--- src/rtl/fluid_mailbox_reader_if.sv ---
// Port-2 RAM bus plus the outgoing word stream of the fluid mailbox reader.
// master = reader side, slave = RAM + sink side.
interface fluid_mailbox_reader_if;
  logic [13:0] mem_address;
  logic        mem_chipselect;
  logic        mem_write;
  logic [15:0] mem_writedata;
  logic [1:0]  mem_byteenable;
  logic        mem_clken;
  logic [15:0] mem_readdata;
  logic [15:0] out_data;
  logic        out_valid;
  logic        out_ready;

  modport master (
    output mem_address, mem_chipselect, mem_write, mem_writedata,
           mem_byteenable, mem_clken, out_data, out_valid,
    input  mem_readdata, out_ready
  );

  modport slave (
    input  mem_address, mem_chipselect, mem_write, mem_writedata,
           mem_byteenable, mem_clken, out_data, out_valid,
    output mem_readdata, out_ready
  );
endinterface

--- src/rtl/fluid_mailbox_reader.sv ---
// Ring-buffer consumer on RAM port 2: polls the producer head, streams words out, writes tail back.
// Optional counters word_count/poll_count are built when FLUID_MAILBOX_STATS_EN is defined.
module fluid_mailbox_reader #(
  parameter int unsigned BASE_ADDR   = 0,
  parameter int unsigned RING_WORDS  = 1024,
  parameter int unsigned HEAD_ADDR   = 16382,
  parameter int unsigned TAIL_ADDR   = 16383,
  parameter int unsigned POLL_CYCLES = 64
) (
  input  logic                           clk,
  input  logic                           reset,
  input  logic                           enable,
  fluid_mailbox_reader_if.master         bus,
  output logic [13:0]                    tail,
  output logic                           err_head
`ifdef FLUID_MAILBOX_STATS_EN
  ,
  output logic [31:0]                    word_count,
  output logic [15:0]                    poll_count
`endif
);

  localparam int unsigned PW = (POLL_CYCLES > 1) ? $clog2(POLL_CYCLES) : 1;
  localparam logic [13:0]   MASK      = 14'(RING_WORDS - 1);
  localparam logic [13:0]   BASE_A    = 14'(BASE_ADDR);
  localparam logic [13:0]   HEAD_A    = 14'(HEAD_ADDR);
  localparam logic [13:0]   TAIL_A    = 14'(TAIL_ADDR);
  localparam logic [16:0]   RING_LIM  = 17'(RING_WORDS);
  localparam logic [PW-1:0] POLL_LOAD = PW'(POLL_CYCLES - 1);

  typedef enum logic [2:0] {
    S_IDLE, S_RD_HEAD, S_WAIT_HEAD, S_RD_DATA, S_WAIT_DATA, S_OUT, S_WR_TAIL
  } state_e;

  state_e        state_q, state_d;
  logic [13:0]   tail_q, tail_d;
  logic [13:0]   head_q, head_d;
  logic [PW-1:0] poll_q, poll_d;
  logic [15:0]   data_q, data_d;
  logic          valid_q, valid_d;
  logic          err_q, err_d;

  logic [13:0]   addr_c;
  logic          cs_c, we_c;
  logic [15:0]   wdata_c;

  always_ff @(posedge clk or posedge reset) begin
    if (reset) begin
      state_q <= S_IDLE;
      tail_q  <= '0;
      head_q  <= '0;
      poll_q  <= '0;
      data_q  <= '0;
      valid_q <= 1'b0;
      err_q   <= 1'b0;
    end else begin
      state_q <= state_d;
      tail_q  <= tail_d;
      head_q  <= head_d;
      poll_q  <= poll_d;
      data_q  <= data_d;
      valid_q <= valid_d;
      err_q   <= err_d;
    end
  end

  // RAM strobes are decoded from state so reset drops them in the same instant.
  always_comb begin
    state_d = state_q;
    tail_d  = tail_q;
    head_d  = head_q;
    poll_d  = poll_q;
    data_d  = data_q;
    valid_d = valid_q;
    err_d   = err_q;
    addr_c  = '0;
    cs_c    = 1'b0;
    we_c    = 1'b0;
    wdata_c = '0;
    case (state_q)
      S_IDLE: begin
        if (enable && poll_q == '0) state_d = S_RD_HEAD;
        else if (poll_q != '0)      poll_d  = poll_q - 1'b1;
      end
      S_RD_HEAD: begin
        cs_c    = 1'b1;
        addr_c  = HEAD_A;
        state_d = S_WAIT_HEAD;
      end
      S_WAIT_HEAD: begin
        head_d = bus.mem_readdata[13:0];
        // Upper bits count too: a head with bits above 13 set is corrupt, not aliased.
        if ({1'b0, bus.mem_readdata} >= RING_LIM) begin
          err_d   = 1'b1;
          poll_d  = POLL_LOAD;
          state_d = S_IDLE;
        end else if (bus.mem_readdata[13:0] == tail_q) begin
          poll_d  = POLL_LOAD;
          state_d = S_IDLE;
        end else begin
          state_d = S_RD_DATA;
        end
      end
      S_RD_DATA: begin
        cs_c    = 1'b1;
        addr_c  = BASE_A + tail_q;
        state_d = S_WAIT_DATA;
      end
      S_WAIT_DATA: begin
        data_d  = bus.mem_readdata;
        valid_d = 1'b1;
        state_d = S_OUT;
      end
      S_OUT: begin
        if (bus.out_ready) begin
          valid_d = 1'b0;
          tail_d  = (tail_q + 14'd1) & MASK;
          state_d = S_WR_TAIL;
        end
      end
      S_WR_TAIL: begin
        cs_c    = 1'b1;
        we_c    = 1'b1;
        addr_c  = TAIL_A;
        wdata_c = {2'b00, tail_q};
        // Drain against the head captured at burst start; new entries wait for the next poll.
        if (enable && tail_q != head_q) begin
          state_d = S_RD_DATA;
        end else if (enable) begin
          state_d = S_RD_HEAD;
        end else begin
          poll_d  = '0;
          state_d = S_IDLE;
        end
      end
      default: state_d = S_IDLE;
    endcase
  end

  assign bus.mem_address    = addr_c;
  assign bus.mem_chipselect = cs_c;
  assign bus.mem_write      = we_c;
  assign bus.mem_writedata  = wdata_c;
  assign bus.mem_byteenable = 2'b11;
  assign bus.mem_clken      = 1'b1;
  assign bus.out_data       = data_q;
  assign bus.out_valid      = valid_q;
  assign tail               = tail_q;
  assign err_head           = err_q;

`ifdef FLUID_MAILBOX_STATS_EN
  logic [31:0] wcnt_q, wcnt_d;
  logic [15:0] pcnt_q, pcnt_d;

  // RD_HEAD always lasts exactly one cycle, so each cycle in it is one entry.
  always_comb begin
    wcnt_d = wcnt_q;
    pcnt_d = pcnt_q;
    if (valid_q && bus.out_ready)                   wcnt_d = wcnt_q + 32'd1;
    if (state_q == S_RD_HEAD && pcnt_q != 16'hFFFF) pcnt_d = pcnt_q + 16'd1;
  end

  always_ff @(posedge clk or posedge reset) begin
    if (reset) begin
      wcnt_q <= '0;
      pcnt_q <= '0;
    end else begin
      wcnt_q <= wcnt_d;
      pcnt_q <= pcnt_d;
    end
  end

  assign word_count = wcnt_q;
  assign poll_count = pcnt_q;
`endif

endmodule

--- src/flat_wrapper.sv ---
// flat-port wrapper written by rule: the top's interface ports become plain ports
module fluid_mailbox_reader_flat 
#(
  parameter int unsigned BASE_ADDR   = 0,
  parameter int unsigned RING_WORDS  = 1024,
  parameter int unsigned HEAD_ADDR   = 16382,
  parameter int unsigned TAIL_ADDR   = 16383,
  parameter int unsigned POLL_CYCLES = 64
)
  (clk, reset, enable, tail, err_head, bus_mem_address, bus_mem_chipselect, bus_mem_write, bus_mem_writedata, bus_mem_byteenable, bus_mem_clken, bus_out_data, bus_out_valid, bus_mem_readdata, bus_out_ready);
  fluid_mailbox_reader_if bus_i ();
  input  logic clk;
  input  logic reset;
  input  logic enable;
  output logic [13:0] tail;
  output logic err_head;
  output wire logic [$bits(bus_i.mem_address)-1:0] bus_mem_address;
  output wire logic [$bits(bus_i.mem_chipselect)-1:0] bus_mem_chipselect;
  output wire logic [$bits(bus_i.mem_write)-1:0] bus_mem_write;
  output wire logic [$bits(bus_i.mem_writedata)-1:0] bus_mem_writedata;
  output wire logic [$bits(bus_i.mem_byteenable)-1:0] bus_mem_byteenable;
  output wire logic [$bits(bus_i.mem_clken)-1:0] bus_mem_clken;
  output wire logic [$bits(bus_i.out_data)-1:0] bus_out_data;
  output wire logic [$bits(bus_i.out_valid)-1:0] bus_out_valid;
  input wire logic [$bits(bus_i.mem_readdata)-1:0] bus_mem_readdata;
  input wire logic [$bits(bus_i.out_ready)-1:0] bus_out_ready;
  assign bus_mem_address = bus_i.mem_address;
  assign bus_mem_chipselect = bus_i.mem_chipselect;
  assign bus_mem_write = bus_i.mem_write;
  assign bus_mem_writedata = bus_i.mem_writedata;
  assign bus_mem_byteenable = bus_i.mem_byteenable;
  assign bus_mem_clken = bus_i.mem_clken;
  assign bus_out_data = bus_i.out_data;
  assign bus_out_valid = bus_i.out_valid;
  assign bus_i.mem_readdata = bus_mem_readdata;
  assign bus_i.out_ready = bus_out_ready;
  fluid_mailbox_reader #(.BASE_ADDR(BASE_ADDR), .RING_WORDS(RING_WORDS), .HEAD_ADDR(HEAD_ADDR), .TAIL_ADDR(TAIL_ADDR), .POLL_CYCLES(POLL_CYCLES)) u_core (.clk(clk), .reset(reset), .enable(enable), .bus(bus_i), .tail(tail), .err_head(err_head));
endmodule
--- config.mk ---
export PLATFORM = sky130hd
export DESIGN_NAME = fluid_mailbox_reader_flat
export DESIGN_NICKNAME = d
export VERILOG_FILES = /design/src/rtl/fluid_mailbox_reader_if.sv /design/src/rtl/fluid_mailbox_reader.sv /design/src/flat_wrapper.sv
export SDC_FILE = /design/constraint.sdc
export NUM_CORES = 1
export LEC_CHECK = 0
export CORE_UTILIZATION = 31
export DETAILED_ROUTE_END_ITERATION = 7
export PLACE_DENSITY = 0.65
export SLEW_MARGIN = 20
export SYNTH_ARGS = -nofsm -noshare
export SYNTH_HDL_FRONTEND = slang
export SYNTH_SLANG_ARGS = --single-unit
--- constraint.sdc ---
create_clock -name clk -period 2.4 [get_ports clk]
set_clock_uncertainty 0.2 [all_clocks]
set_input_delay 0.72 -clock clk [delete_from_list [all_inputs] [get_ports clk]]
set_output_delay 0.72 -clock clk [all_outputs]
set_load 0.02 [all_outputs]
==> summary.md, run 1 <==
| Metric | Value |
|---|---|
| Status | finished with violations |
| Failing checks | negative setup slack |
| #FFs+latches synth | 51 |
| RSZ-0062 raised after global routing | true |
| Hold_buf cts | 0 |
| Nets | 403 |
| Vias in the first global route | 2412 |
| Htree depth | 2 |
| Reg2Reg Setup Slack | 0 ns |
| Post-synth top cells | dfrtp_1, mux2_2, xor2_1 |
| Final Cycle Share | 1.04 |
| Largest area contributor in the netlist | dfrtp_1 |
| Largest net degree at the start of global routing | 52 |
| Post-synthesis sequential area ratio | 0.452 |
| # fillers | 808 |
| Setup violators final | 9 |
| VDD IR max | 0.000491 V |
| Maxcap violations | 0 |
| Unique masters post-synth | 45 |
| Hold path depth | 1 |
| Rel. slew slack | 0.641 |
| Count leader, synth | dfrtp_1 |
| Cell area after layout | 0.00427 sq mm |
| Drt pass-1 iters | 4 |
| Main synth FF type | dfrtp_1 |
| Drt total wl | 7290 um |
| Placer Congestion | 0.759 |
| Worst endpoint required time | 2.39 ns |
| Worst Min Path Start | u_core.err_head |
| DPL Wire Length | 5200 um |
| WP data arrival | 2.49 ns |
| First-pass GRT wire length | 12200 um |
| Worst-margin pin slew | 0.533 ns |
| CTS Buf Count | 5 |
| Post-DRT Antenna Nets | 0 |
| Worst skew pair latency | 0.31 ns |
| I/O Buffers | 73 |
| Clock sinks | 51 |
| Worst R2R End | u_core.poll_q[1] |
| Post-route DRC | 0 |
| DR vias | 2308 |
| Hold path endpoint | u_core.err_head |
| Crit path max-delay cell type | or4_4 |
| Diode count | 0 |
| Total GRT Usage | 0.160 |
| Reg2Reg Depth | 7 |
| F_max | 400 MHz |
| Full die area | 0.00950 sq mm |
| Core area | 0.00876 sq mm |
| DR iter-0 viols | 94 |
| Largest cells by area after synthesis | dfrtp_1, mux2_2, xor2_1 |
| Final non-filler cell total | 489 |
| Initial antenna violation count | 0 |
| Slew Viols, Final | 0 |
| EDFF count, synth | 0 |
| Initial core utilization | 0.322 |
| Die W | 97.5 um |
| DR WL/cell | 14.9 um |
| Async SR Flop Fraction | 1.00 |
| Final worst slack | -0.100 ns |
| IO Pins | 87 |
| Syn. warnings | 0 |
| Post-Syn Area | 0.00283 sq mm |
| Reg2reg start | u_core.state_q[1] |
| Area growth syn-to-layout | 51.1% |
| Crit-path max cell delay | 0.54 ns |
| Placed insts | 466 |
| Tmin final | 2.50 ns |
| Power Density | 858 mW/mm^2 |
| Clk root buf | clkbuf_8 |
| Gr ovfl total | 0 |
| Top cell type's share of synthesized area | 0.452 |
| Vias per cell | 4.72 |
| Setup TNS | -0.262 ns |
| Startpoint types | input port |
| Hold Vio Cnt, Final | 0 |
| Hold crit path type | reg -> reg |
| DIE HEIGHT | 97.5 um |
| Leakage power | 2.05 nW |
| Worst setup path category | in -> reg |
| Critical Path End Type | flip-flop |
| Crit Path Max Fanout | 4 |
| CTS tree | built |
| Clock Tree Buf Depth | 2 |
| Syn Area/Cell | 10.7 sq um |
| CTS clock-pin slew for the worst setup and hold paths | 0.08 ns |
| Number of core rows | 34 |
| CP Cell Sequence | buf_6 -> or4_4 -> or4b_4 -> a31oi_4 -> or2b_4 -> mux2_4 |
| Synthesized instance count | 263 |
| Ratio of cells with drive above 1 in the final layout | 0.407 |
| Area after DPL | 0.00394 sq mm |
==> cell type report <==
| type | instances | area, sq um | share of cell area |
|---|---|---|---|
| multi-input combinational | 185 | 1510 | 0.355 |
| sequential | 51 | 1280 | 0.300 |
| timing repair buffer | 132 | 1230 | 0.288 |
| tap | 108 | 135 | 0.0317 |
| clock buffer | 7 | 86.3 | 0.0202 |
| inverter | 5 | 18.8 | 0.00440 |
| clock inverter | 1 | 8.76 | 0.00205 |
==> cells by family (layout without fill, tap and decap cells) <==
family | count (synthesis) | after routing | share of synthesized area
AO/OA/AOI/OAI | 42 | 42 | 0.105
XOR/XNOR | 29 | 29 | 0.0899
adder cells (fa/ha/maj) | 3 | 3 | 0.0133
buffers and inverters | 39 | 145 | 0.0735
flip-flops | 51 | 51 | 0.452
multiplexers | 32 | 32 | 0.129
other | 2 | 13 | 0.00266
AND/OR/NAND/NOR | 65 | 66 | 0.135
==> metal layers <==
| metal | vias to the layer above | global-route usage | part of all wire |
|---|---|---|---|
| li1 | 1112 | - | - |
| met1 | 1115 | 0.204 | 0.44 |
| met2 | 72 | 0.269 | 0.50 |
| met3 | 9 | 0.0360 | 0.045 |
| met4 | 0 | 0.0475 | 0.012 |
| met5 | - | 0 | 0 |
==> state kept, by name, summed over array words and instances, names as in the netlist <==
signal and cells:
u_core.head_q 14, u_core.poll_q 6, u_core.err_head 1, u_core.bus.out_data 16
u_core.bus.out_valid 1, u_core.tail 10, u_core.state_q 3
==> cells in the final DEF (no fill, tap or decap), types with 7 or more instances in the layout <==
| cell | Yosys | routed |
|---|---|---|
| xor2_1 | 24 | 22 |
| mux2_2 | 31 | 31 |
| dfrtp_1 | 51 | 49 |
| conb_1 | 2 | 13 |
| o21a_1 | 11 | 11 |
| buf_2 | 0 | 7 |
| buf_4 | 16 | 50 |
| clkdlybuf4s50_1 | 0 | 35 |
| nand2_1 | 13 | 12 |
| and2_4 | 0 | 7 |
| buf_6 | 0 | 27 |
| nor2_1 | 9 | 8 |
| a21oi_1 | 7 | 7 |
==> power by group <==
part | switching (W) | internal, W
clock network | 0.000282 | 0.000237
logic | 0.000829 | 0.000980
registers | 0.000184 | 0.00115
total | 0.00129 | 0.00237
==> metrics by stage <==
stage | hold WS, ns | utilization | setup slack, ns | power [W]
4_1_cts | 0.279 | 0.476 | -0.136 | 0.00365
2_1_floorplan | 0.272 | - | -0.347 | 0.00235
5_1_grt | 0.327 | 0.487 | -0.110 | 0.00389
3_5_place_dp | 0.257 | 0.449 | -0.819 | 0.00300
6_report | 0.277 | 0.487 | -0.100 | 0.00366
3_3_place_gp | 0.265 | 0.449 | -0.770 | 0.00297
==> worst max path at each step <==
stage	from	to	slack, ns	cells past startpoint
2_1_floorplan	bus_mem_readdata[11]	u_core.poll_q[1]	-0.35	5
3_3_place_gp	bus_mem_readdata[11]	u_core.poll_q[1]	-0.77	6
6_report	bus_mem_readdata[10]	u_core.poll_q[1]	-0.10	6
3_5_place_dp	bus_mem_readdata[11]	u_core.poll_q[0]	-0.82	7
5_1_grt	bus_mem_readdata[10]	u_core.poll_q[1]	-0.11	6
4_1_cts	bus_mem_readdata[10]	u_core.poll_q[1]	-0.14	6
==> critical path, delay by kind of cell <==
family,cells,cell delay (ns)
AND/OR/NAND/NOR,3,1.22
multiplexers,1,0.29
buffers and inverters,1,0.09
AO/OA/AOI/OAI,1,0.16
==> what timing repair did <==
item,in CTS,in global routing
resized for setup,171,26
cloned,1,0
buffers inserted,11,4
pin swaps,12,8
setup endpoints to repair,35,30
Note: power is estimated with default switching activity, not from simulation.
==> run 2, diff against run 1 <==
--- a/config.mk
+++ b/config.mk
@@ -7,7 +7,9 @@
 export LEC_CHECK = 0
 export CORE_UTILIZATION = 31
 export DETAILED_ROUTE_END_ITERATION = 7
-export PLACE_DENSITY = 0.65
+export DONT_BUFFER_PORTS = 1
+export GPL_ROUTABILITY_DRIVEN = 0
+export PLACE_DENSITY = 0.52
 export SLEW_MARGIN = 20
 export SYNTH_ARGS = -nofsm -noshare
 export SYNTH_HDL_FRONTEND = slang
==> summary.md, run 2 (synthesis results as in run 1) <==
| Metric | Value |
|---|---|
| Critical path's top delay family | simple AND/OR/NAND/NOR gates |
| CTS tree | built |
| Worst setup path category | in -> reg |
| Largest net degree at the start of global routing | 32 |
| Rel. slew slack | 0.634 |
| Crit Path Max Fanout | 5 |
| Post-route DRC | 0 |
| Worst skew pair latency | 0.31 ns |
| First-pass GRT wire length | 11000 um |
| Slew Viols, Final | 0 |
| Hold crit path type | in -> async |
| Tmin final | 2.45 ns |
| Drt pass-1 iters | 4 |
| Power Density | 968 mW/mm^2 |
| WHS | 0.100 ns |
| Initial antenna violation count | 0 |
| Max FFs per register | 16 |
| Final worst slack | -0.0461 ns |
| Setup TNS | -0.0558 ns |
| Most common cell after layout, fill and taps aside | dfrtp_1 |
| # fillers | 867 |
| F_max | 409 MHz |
| Vias per cell | 4.96 |
| Full die area | 0.00950 sq mm |
| Reg2reg start | u_core.state_q[2] |
| Status | finished with violations |
| Leakage power | 1.61 nW |
| Failing checks | negative setup slack |
| Final Cycle Share | 1.02 |
| Gr ovfl total | 0 |
| CTS Buf Count | 5 |
| Maxcap violations | 0 |
| Area growth syn-to-layout | 22.9% |
| Crit path max-delay cell type | or4_4 |
| Diode count | 0 |
| CP Cell Sequence | or4_4 -> or4b_4 -> a31oi_4 -> or2b_4 -> mux2_4 |
| DR iter-0 viols | 113 |
| Crit path buf inv count | 0 |
| Htree depth | 2 |
| Drt total wl | 6940 um |
| Worst-margin pin slew | 0.544 ns |
| Post-DRT Antenna Nets | 0 |
| Total GRT Usage | 0.149 |
| VDD IR max | 0.000616 V |
| Clock sinks | 51 |
| Number of core rows | 34 |
| Finished Core Util | 0.396 |
| DIE HEIGHT | 97.5 um |
| Setup violators final | 5 |
| CP startpoint | bus_mem_readdata[11] |
| Initial core utilization | 0.322 |
| IO Pins | 87 |
| Most frequent cells in the layout | dfrtp_1, buf_4, mux2_2, xor2_1, conb_1 |
| RSZ-0062 raised after global routing | true |
| Worst endpoint required time | 2.40 ns |
| Ratio of cells with drive above 1 in the final layout | 0.401 |
| DR WL/cell | 17.3 um |
| Die W | 97.5 um |
| Startpoint types | input port |
| DR vias | 1984 |
| Crit-path max cell delay | 0.56 ns |
| Clk root buf | clkbuf_8 |
| Vias in the first global route | 1900 |
| Nets | 314 |
| WP data arrival | 2.44 ns |
| Critical Path End Type | flip-flop |
| Core area | 0.00876 sq mm |
| Hold Vio Cnt, Final | 0 |
| Clock Tree Buf Depth | 2 |
| DPL Wire Length | 5120 um |
| CTS clock-pin slew for the worst setup and hold paths | 0.09 ns |
| I/O Buffers | 0 |
| Hold_buf cts | 0 |
[run 2: cell types whose count changed in the layout (fill, tap and decap cells not counted), sizes merged]
cell and delta:
nor2 -1, clkdlybuf4s50 -35, dlygate4sd2 -6, buf -45
dlymetal6s2s -2
[run 2: path summary, 6_finish.rpt]
path	to	slack (ns)	cells past startpoint
worst max-delay path	u_core.poll_q[1]	-0.05	5
worst min-delay path	u_core.bus.out_data[14]	0.10	1
worst max register to register	u_core.poll_q[1]	0.02	7
worst min register to register	u_core.head_q[12]	0.31	1
max in group asynchronous	u_core.state_q[1]	1.36	2
min in group clk	u_core.head_q[12]	0.31	1
[run 2: timing repair]
action	CTS	global route
resized for setup	22	23
pin swaps	2	3
cloned	0	1
endpoints found under the setup margin	28	28
hold endpoints to repair	0	0
setup buffers	3	4
[run 2: per-layer routing]
layer  vias to the layer above  GRT usage  wire (um)
met4                         0     0.0407         88
met2                        59      0.223       3190
met5                         -          0          0
li1                        937          -          -
met1                       981      0.215       3290
met3                         7     0.0360        364
[run 2: final cells by class]
cell class / instances / area (sq um) / area share
Multi-Input combinational cell: 184 / 1530 / 0.441
Clock inverter: 1 / 5.00 / 0.00144
Tap cell: 108 / 135 / 0.0389
Timing Repair Buffer: 44 / 425 / 0.123
Sequential cell: 51 / 1280 / 0.369
Inverter: 5 / 18.8 / 0.00541
Clock buffer: 7 / 76.3 / 0.0220
[run 2: worst reg2reg max path: stages (launching register included)]
cell	delay (ns)
dfrtp_2	0.46
buf_12	0.15
buf_6	0.11
nor3b_4	0.21
or4b_4	0.50
a31oi_4	0.17
or2b_4	0.17
mux2_4	0.30
[run 2: metrics by stage]
| step | std cells | setup slack [ns] | total power [W] | instance area, sq um |
|---|---|---|---|---|
| floorplan | 274 | -0.347 | 0.00235 | 2910 |
| global placement | 384 | -0.314 | 0.00265 | 3130 |
| detailed placement | 384 | -0.358 | 0.00267 | 3130 |
| CTS | 395 | -0.0358 | 0.00327 | 3350 |
| global route | 400 | -0.0613 | 0.00357 | 3470 |
| finish | 400 | -0.0461 | 0.00336 | 3470 |
[run 2: power by group]
group / internal (W) / total, W / switching (W)
registers: 0.00115 / 0.00148 / 0.000328
clock network: 0.000206 / 0.000488 / 0.000282
logic: 0.000773 / 0.00139 / 0.000620
